--- src/rtl/mem_port_arbiter_if.sv ---
// Shared-memory arbitration bus: CPU and DMA requester channels plus the single memory port.
// slave = arbiter side, master = requester/memory side.
interface mem_port_arbiter_if #(
   parameter int ADDR_W = 32,
   parameter int DATA_W = 32
);
   logic              cpu_req;
   logic              cpu_we;
   logic [ADDR_W-1:0] cpu_addr;
   logic [DATA_W-1:0] cpu_wdata;
   logic              cpu_ack;
   logic [DATA_W-1:0] cpu_rdata;

   logic              dma_req;
   logic              dma_we;
   logic [ADDR_W-1:0] dma_addr;
   logic [DATA_W-1:0] dma_wdata;
   logic              dma_ack;
   logic [DATA_W-1:0] dma_rdata;

   logic              mem_en;
   logic              mem_we;
   logic [ADDR_W-1:0] mem_addr;
   logic [DATA_W-1:0] mem_wdata;
   logic [DATA_W-1:0] mem_rdata;

   logic              busy;

   modport slave (
      input  cpu_req, cpu_we, cpu_addr, cpu_wdata,
      output cpu_ack, cpu_rdata,
      input  dma_req, dma_we, dma_addr, dma_wdata,
      output dma_ack, dma_rdata,
      output mem_en, mem_we, mem_addr, mem_wdata,
      input  mem_rdata,
      output busy
   );

   modport master (
      output cpu_req, cpu_we, cpu_addr, cpu_wdata,
      input  cpu_ack, cpu_rdata,
      output dma_req, dma_we, dma_addr, dma_wdata,
      input  dma_ack, dma_rdata,
      input  mem_en, mem_we, mem_addr, mem_wdata,
      output mem_rdata,
      input  busy
   );
endinterface

--- src/rtl/mem_port_arbiter.sv ---
// CPU-priority arbiter for the shared memory port with bounded DMA starvation; MEM_ARB_PERF_EN adds grant counters.
// Latency: req sampled in IDLE -> ack MEM_LAT+2 cycles later; requesters hold req stable until their ack.
module mem_port_arbiter #(
   parameter int ADDR_W     = 32,
   parameter int DATA_W     = 32,
   parameter int MEM_LAT    = 1,
   parameter int STARVE_MAX = 4
) (
   input  logic              clk,
   input  logic              nrst,
   mem_port_arbiter_if.slave bus
`ifdef MEM_ARB_PERF_EN
   ,
   output logic [15:0]       cpu_grant_cnt,
   output logic [15:0]       dma_grant_cnt
`endif
);
   localparam logic [3:0] LAT  = 4'(MEM_LAT);
   localparam logic [7:0] SMAX = 8'(STARVE_MAX);

   typedef enum logic [1:0] {S_IDLE, S_ACCESS, S_WAIT, S_ACK} state_e;

   state_e            state_q, state_d;
   logic              grant_q, grant_d;   // 1 = DMA owns the current transaction
   logic              we_q, we_d;
   logic [ADDR_W-1:0] addr_q, addr_d;
   logic [DATA_W-1:0] wdata_q, wdata_d;
   logic [3:0]        wait_q, wait_d;
   logic [7:0]        starve_q, starve_d;
   logic [DATA_W-1:0] cpu_rdata_q, cpu_rdata_d;
   logic [DATA_W-1:0] dma_rdata_q, dma_rdata_d;

   logic any_req;
   logic dma_win;

   assign any_req = bus.cpu_req | bus.dma_req;
   // DMA wins when alone, or when the CPU has used up its starvation budget.
   assign dma_win = bus.dma_req & (~bus.cpu_req | (starve_q == SMAX));

   always_ff @(posedge clk or negedge nrst) begin
      if (!nrst) state_q <= S_IDLE;
      else       state_q <= state_d;
   end

   always_comb begin
      state_d = state_q;
      case (state_q)
         S_IDLE:   if (any_req) state_d = S_ACCESS;
         S_ACCESS: state_d = S_WAIT;
         S_WAIT:   if (wait_q == 4'd1) state_d = S_ACK;
         S_ACK:    state_d = S_IDLE;
         default:  state_d = S_IDLE;
      endcase
   end

   always_comb begin
      bus.mem_en    = 1'b0;
      bus.mem_we    = 1'b0;
      bus.mem_addr  = '0;
      bus.mem_wdata = '0;
      bus.cpu_ack   = 1'b0;
      bus.dma_ack   = 1'b0;
      case (state_q)
         S_ACCESS: begin
            bus.mem_en    = 1'b1;
            bus.mem_we    = we_q;
            bus.mem_addr  = addr_q;
            bus.mem_wdata = wdata_q;
         end
         S_ACK: begin
            bus.cpu_ack = ~grant_q;
            bus.dma_ack = grant_q;
         end
         default: ;
      endcase
   end

   assign bus.busy      = (state_q != S_IDLE);
   assign bus.cpu_rdata = cpu_rdata_q;
   assign bus.dma_rdata = dma_rdata_q;

   always_comb begin
      grant_d     = grant_q;
      we_d        = we_q;
      addr_d      = addr_q;
      wdata_d     = wdata_q;
      wait_d      = wait_q;
      starve_d    = starve_q;
      cpu_rdata_d = cpu_rdata_q;
      dma_rdata_d = dma_rdata_q;
      case (state_q)
         S_IDLE: begin
            if (any_req) begin
               grant_d = dma_win;
               if (dma_win) begin
                  we_d     = bus.dma_we;
                  addr_d   = bus.dma_addr;
                  wdata_d  = bus.dma_wdata;
                  starve_d = 8'd0;
               end else begin
                  we_d    = bus.cpu_we;
                  addr_d  = bus.cpu_addr;
                  wdata_d = bus.cpu_wdata;
                  if (!bus.dma_req)         starve_d = 8'd0;
                  else if (starve_q != SMAX) starve_d = starve_q + 8'd1;
               end
            end
         end
         S_ACCESS: wait_d = LAT;
         S_WAIT: begin
            wait_d = wait_q - 4'd1;
            if (wait_q == 4'd1) begin
               if (grant_q) dma_rdata_d = bus.mem_rdata;
               else         cpu_rdata_d = bus.mem_rdata;
            end
         end
         default: ;
      endcase
   end

   always_ff @(posedge clk or negedge nrst) begin
      if (!nrst) begin
         grant_q     <= 1'b0;
         we_q        <= 1'b0;
         addr_q      <= '0;
         wdata_q     <= '0;
         wait_q      <= 4'd0;
         starve_q    <= 8'd0;
         cpu_rdata_q <= '0;
         dma_rdata_q <= '0;
      end else begin
         grant_q     <= grant_d;
         we_q        <= we_d;
         addr_q      <= addr_d;
         wdata_q     <= wdata_d;
         wait_q      <= wait_d;
         starve_q    <= starve_d;
         cpu_rdata_q <= cpu_rdata_d;
         dma_rdata_q <= dma_rdata_d;
      end
   end

`ifdef MEM_ARB_PERF_EN
   logic [15:0] cpu_cnt_q, cpu_cnt_d;
   logic [15:0] dma_cnt_q, dma_cnt_d;

   always_comb begin
      cpu_cnt_d = cpu_cnt_q;
      dma_cnt_d = dma_cnt_q;
      if ((state_q == S_IDLE) && any_req) begin
         if (dma_win) begin
            if (dma_cnt_q != 16'hFFFF) dma_cnt_d = dma_cnt_q + 16'd1;
         end else begin
            if (cpu_cnt_q != 16'hFFFF) cpu_cnt_d = cpu_cnt_q + 16'd1;
         end
      end
   end

   always_ff @(posedge clk or negedge nrst) begin
      if (!nrst) begin
         cpu_cnt_q <= 16'd0;
         dma_cnt_q <= 16'd0;
      end else begin
         cpu_cnt_q <= cpu_cnt_d;
         dma_cnt_q <= dma_cnt_d;
      end
   end

   assign cpu_grant_cnt = cpu_cnt_q;
   assign dma_grant_cnt = dma_cnt_q;
`endif
endmodule

--- src/flat_wrapper.sv ---
// flat-port wrapper written by rule: the top's interface ports become plain ports
module mem_port_arbiter_flat 
#(
   parameter int ADDR_W     = 32,
   parameter int DATA_W     = 32,
   parameter int MEM_LAT    = 1,
   parameter int STARVE_MAX = 4
)
  (clk, nrst, bus_cpu_req, bus_cpu_we, bus_cpu_addr, bus_cpu_wdata, bus_cpu_ack, bus_cpu_rdata, bus_dma_req, bus_dma_we, bus_dma_addr, bus_dma_wdata, bus_dma_ack, bus_dma_rdata, bus_mem_en, bus_mem_we, bus_mem_addr, bus_mem_wdata, bus_mem_rdata, bus_busy);
  mem_port_arbiter_if #(.ADDR_W(ADDR_W), .DATA_W(DATA_W)) bus_i ();
  input  logic clk;
  input  logic nrst;
  input wire logic [$bits(bus_i.cpu_req)-1:0] bus_cpu_req;
  input wire logic [$bits(bus_i.cpu_we)-1:0] bus_cpu_we;
  input wire logic [$bits(bus_i.cpu_addr)-1:0] bus_cpu_addr;
  input wire logic [$bits(bus_i.cpu_wdata)-1:0] bus_cpu_wdata;
  output wire logic [$bits(bus_i.cpu_ack)-1:0] bus_cpu_ack;
  output wire logic [$bits(bus_i.cpu_rdata)-1:0] bus_cpu_rdata;
  input wire logic [$bits(bus_i.dma_req)-1:0] bus_dma_req;
  input wire logic [$bits(bus_i.dma_we)-1:0] bus_dma_we;
  input wire logic [$bits(bus_i.dma_addr)-1:0] bus_dma_addr;
  input wire logic [$bits(bus_i.dma_wdata)-1:0] bus_dma_wdata;
  output wire logic [$bits(bus_i.dma_ack)-1:0] bus_dma_ack;
  output wire logic [$bits(bus_i.dma_rdata)-1:0] bus_dma_rdata;
  output wire logic [$bits(bus_i.mem_en)-1:0] bus_mem_en;
  output wire logic [$bits(bus_i.mem_we)-1:0] bus_mem_we;
  output wire logic [$bits(bus_i.mem_addr)-1:0] bus_mem_addr;
  output wire logic [$bits(bus_i.mem_wdata)-1:0] bus_mem_wdata;
  input wire logic [$bits(bus_i.mem_rdata)-1:0] bus_mem_rdata;
  output wire logic [$bits(bus_i.busy)-1:0] bus_busy;
  assign bus_i.cpu_req = bus_cpu_req;
  assign bus_i.cpu_we = bus_cpu_we;
  assign bus_i.cpu_addr = bus_cpu_addr;
  assign bus_i.cpu_wdata = bus_cpu_wdata;
  assign bus_cpu_ack = bus_i.cpu_ack;
  assign bus_cpu_rdata = bus_i.cpu_rdata;
  assign bus_i.dma_req = bus_dma_req;
  assign bus_i.dma_we = bus_dma_we;
  assign bus_i.dma_addr = bus_dma_addr;
  assign bus_i.dma_wdata = bus_dma_wdata;
  assign bus_dma_ack = bus_i.dma_ack;
  assign bus_dma_rdata = bus_i.dma_rdata;
  assign bus_mem_en = bus_i.mem_en;
  assign bus_mem_we = bus_i.mem_we;
  assign bus_mem_addr = bus_i.mem_addr;
  assign bus_mem_wdata = bus_i.mem_wdata;
  assign bus_i.mem_rdata = bus_mem_rdata;
  assign bus_busy = bus_i.busy;
  mem_port_arbiter #(.ADDR_W(ADDR_W), .DATA_W(DATA_W), .MEM_LAT(MEM_LAT), .STARVE_MAX(STARVE_MAX)) u_core (.clk(clk), .nrst(nrst), .bus(bus_i));
endmodule
--- config.mk ---
export PLATFORM = sky130hd
export DESIGN_NAME = mem_port_arbiter_flat
export DESIGN_NICKNAME = d
export VERILOG_FILES = /design/src/rtl/mem_port_arbiter_if.sv /design/src/rtl/mem_port_arbiter.sv /design/src/flat_wrapper.sv
export SDC_FILE = /design/constraint.sdc
export NUM_CORES = 1
export LEC_CHECK = 0
export BUFFER_PORTS_ARGS = -buffer_cell sky130_fd_sc_hd__buf_2
export CAP_MARGIN = 20
export CORE_MARGIN = 10
export CORE_UTILIZATION = 47
export DETAILED_ROUTE_END_ITERATION = 8
export PLACE_DENSITY_LB_ADDON = 0.12
export SYNTH_ARGS = -nofsm -noshare
export SYNTH_HDL_FRONTEND = slang
export SYNTH_SLANG_ARGS = --single-unit
--- constraint.sdc ---
create_clock -name clk -period 2.5 [get_ports clk]
set_clock_uncertainty 0.2 [all_clocks]
set_input_delay 0.5 -clock clk [delete_from_list [all_inputs] [get_ports clk]]
set_output_delay 0.5 -clock clk [all_outputs]
set_load 0.01 [all_outputs]
==> summary.md <==
| Metric | Value |
|---|---|
| GRT met1 Usage | `23.14%` |
| GR Util met3 | `8.767%` |
| Ranking of synthesized cells by area | `dfrtp_1 (54%), mux2_2 (11%), mux2i_1 (9.8%)` |
| DR iter-0 viols | `211` |
| Max Freq | `0.4166 GHz` |
| Final Slew Violations | `0` |
| FF-to-FF End | `u_core.bus.cpu_rdata[19]$_DFFE_PN0P_` |
| Layout cells sized above 1 | `46.20%` |
| Count of final setup violators | `0` |
| Comb power frac | `41.0%` |
| Syn Nets | `760` |
| Pin count of the biggest net entering global routing | `61` |
| CTS Root Cell | `clkbuf_16` |
| Worst Setup End Kind | `primary output` |
| Synth top area share | `54.26%` |
| Final instance area | `9090 µm²` |
| Setup TNS | `0 ns` |
| Reg2Reg Depth | `6` |
| Final net count | `1056` |
| Fin crit share | `96.01%` |
| Area of the multi-input gates | `2851 µm²` |
| CTS sink cnt | `144` |
| CTS tree | `yes` |
| Peak fanout along the critical path | `38` |
| Row cnt | `43` |
| Maximum root-to-sink buffer count | `2` |
| Mapped Cells | `586` |
| Die Y-Extent | `138.9 µm` |
| RSZ-0062 raised after global routing | `no` |
| Via density | `5.056` |
| DP Area | `8396 µm²` |
| Leak pwr | `4.714 nW` |
| Total Routed Length | `19.97 mm` |
| Sequential share of the synthesized area | `54.26%` |
| DP Wirelength | `15.48 mm` |
| CP max-delay cell | `dfrtp_1` |
| Num CTS Buffers | `17` |
| Vias in the first global route | `5837` |
| Critical path depth in cells | `5` |
| Commonest non-fill, non-tap cell in the layout | `buf_2` |
| CP Capture Point | `bus_mem_wdata[29]` |
| Critical path origin | `u_core.state_q[1]$_DFFE_PN0P_` |
| Post-DR wirelength/cell | `18.58 µm` |
| GR Overflow Total | `0` |
| Max-Cap Viols | `0` |
| Normalized max-slew margin | `61.67%` |
| Area Overhead vs Synth | `36.87%` |
| Critical R2R Launch | `u_core.state_q[0]$_DFFE_PN0P_` |
| Total GRT Usage | `20.38%` |
| Int Power | `7.606 mW` |
| Synthesized flop and latch total | `144` |
| Max incr delay on CP | `0.41 ns` |
| Reg2reg setup slack | `0.31 ns` |
| Critical-path cell list | `inv_1 > ha_2 > buf_6 > and2_1 > buf_2` |
| First-pass DRT Iterations | `4` |
| Setup bufs post-CTS | `0` |
| Fin crit period | `2.400 ns` |
| H-Tree Depth | `4` |
| Skew-Pair Late Insertion Delay | `0.41 ns` |
| Avg Cell Area, Syn | `11.33 µm²` |
| Switching pwr | `4.121 mW` |
| Cell family with most CP delay | `buffers and inverters` |
| Gpl congestion | `0.9036` |
| DIE WIDTH | `138.9 µm` |
| Most utilized layer in the global route result | `met2` |
| Commonest cells after routing, fill and taps aside | `buf_2 (297), dfrtp_1 (144), nor2_1 (68)` |
| Sw Ratio | `35.14%` |
| Met2 usage | `34.20%` |
| Critical path startpoint category | `flip-flop` |
| Initial antenna violation count | `4` |
| Die area | `19280 µm²` |
| Core Area | `13880 µm²` |
| Sequential cell area | `3603 µm²` |
| I/O Pins | `299` |
| Clk pwr share | `24.4%` |
| Outcome | `finished clean` |
| Worst slew pin tran | `0.5711 ns` |
| Worst EP arrival | `1.70 ns` |
| Bufs and invs on worst path | `3` |
| PwrDens | `1290 nW/µm²` |
| Final Hold Viols | `0` |
| Ys Warns | `0` |
| Sequential power share | `34.6%` |
| Yosys cell types | `33` |
| CTS clock-pin slew for the worst setup and hold paths | `0.06 ns` |
| # DRC | `0` |
| Antenna Violating Nets Remaining | `0` |
| Critical path required time | `1.80 ns` |
| Post-Syn Area | `6641 µm²` |
| Crit Path Category | `reg -> out` |
| Hold Crit Class | `in -> reg` |
| Post-synth top area cell | `dfrtp_1` |
| # fillers | `1112` |
| Port-buffer cells | `298` |
| Worst vdd ir | `0.8516 mV` |
| Vias | `5435` |
| Global-route wire length before repair | `31.84 mm` |
| Starting Density | `47.85%` |
[power by group through the flow]
stage | Combinational (mW) | Clock (mW) | Sequential (mW)
final | 4.81 | 2.86 | 4.06
after global routing | 5.33 | 3.04 | 4.22
after CTS | 4.90 | 2.92 | 4.06
after detailed placement | 4.87 | 0 | 4.07
after global placement | 4.72 | 0 | 4.01
after floorplan | 2.69 | 0 | 4.22
[cell usage after synthesis (all sizes together)]
| library cell | count |
|---|---|
| nand2b | 1 |
| o21ai | 12 |
| o2bb2ai | 1 |
| o22ai | 1 |
| nor2 | 69 |
| nand4 | 2 |
| nor3 | 4 |
| o311ai | 2 |
| nand2 | 10 |
| a21oi | 67 |
| dfrtp | 144 |
| mux2 | 65 |
| clkbuf | 24 |
| and4 | 1 |
| nand3b | 2 |
| o22a | 1 |
| a32o | 1 |
| a2bb2oi | 1 |
| inv | 10 |
| and2 | 66 |
| ha | 8 |
| or4 | 1 |
| nand4b | 1 |
| nand3 | 10 |
| nor2b | 1 |
| o21a | 1 |
| o211a | 1 |
| mux2i | 65 |
| buf | 12 |
| o211ai | 1 |
| a22oi | 1 |
[routing by layer]
metal  up-vias  part of all wire, %
li1       2624                    -
met1      2565                   40
met2       221                   49
met3        23                  9.3
met4         2                  1.3
met5         -                0.065
[state kept, by name, summed over array words and instances (netlist names)]
signal,count
u_core.wait_q,4
u_core.starve_q,8
u_core.state_q,2
u_core.addr_q,32
u_core.bus.cpu_rdata,32
u_core.wdata_q,32
u_core.we_q,1
u_core.bus.dma_rdata,32
u_core.grant_q,1
[worst min path at each step]
stage	depth (start not counted)	startpoint	end
4_1_cts	2	bus_mem_rdata[12]	u_core.bus.dma_rdata[12]$_DFFE_PN0P_
3_3_place_gp	1	nrst	u_core.addr_q[30]$_DFFE_PN0P_
5_1_grt	2	bus_mem_rdata[10]	u_core.bus.dma_rdata[10]$_DFFE_PN0P_
3_5_place_dp	1	nrst	u_core.addr_q[30]$_DFFE_PN0P_
2_1_floorplan	0	nrst	u_core.addr_q[0]$_DFFE_PN0P_
6_report	2	bus_mem_rdata[12]	u_core.bus.dma_rdata[12]$_DFFE_PN0P_
[per-stage QoR]
stage	hold WS, ns	util, %	instances	setup slack [ns]	total power [mW]
after global placement	0.2807	60.48	1042	0.4408	8.733
final	0.1331	65.49	1075	0.09968	11.73
after detailed placement	0.2881	60.48	1042	0.3691	8.937
after floorplan	0.004409	-	586	0.3854	6.907
after global routing	0.1196	65.47	1074	0.004254	12.58
after CTS	0.1106	65.44	1074	0.02345	11.88
[final cells by class]
cell class | instances | area share [%]
timing repair buffer | 313 | 18.65
tap | 180 | 2.478
clock inverter | 13 | 2.588
multi-input combinational | 396 | 31.37
clock buffer | 18 | 4.831
sequential | 144 | 39.64
antenna | 1 | 0.02753
inverter | 10 | 0.4129
[cell families (layout without fill, tap and decap cells)]
| group | after synthesis | after routing | share of synthesized area, % |
|---|---|---|---|
| simple gates | 168 | 168 | 12.77 |
| mux | 130 | 130 | 20.82 |
| other cells | 0 | 1 | 0 |
| buf+inv | 46 | 354 | 3.297 |
| compound gates | 90 | 90 | 7.348 |
| flops | 144 | 144 | 54.26 |
| fa+ha+maj | 8 | 8 | 1.507 |
[timing repair]
item                       in CTS  in global routing
setup endpoints to repair       1                  5
gates resized for setup         1                  1
hold buffers                    1                  0
hold endpoints to repair       50                  0
Power figures use the tool's default switching activity.
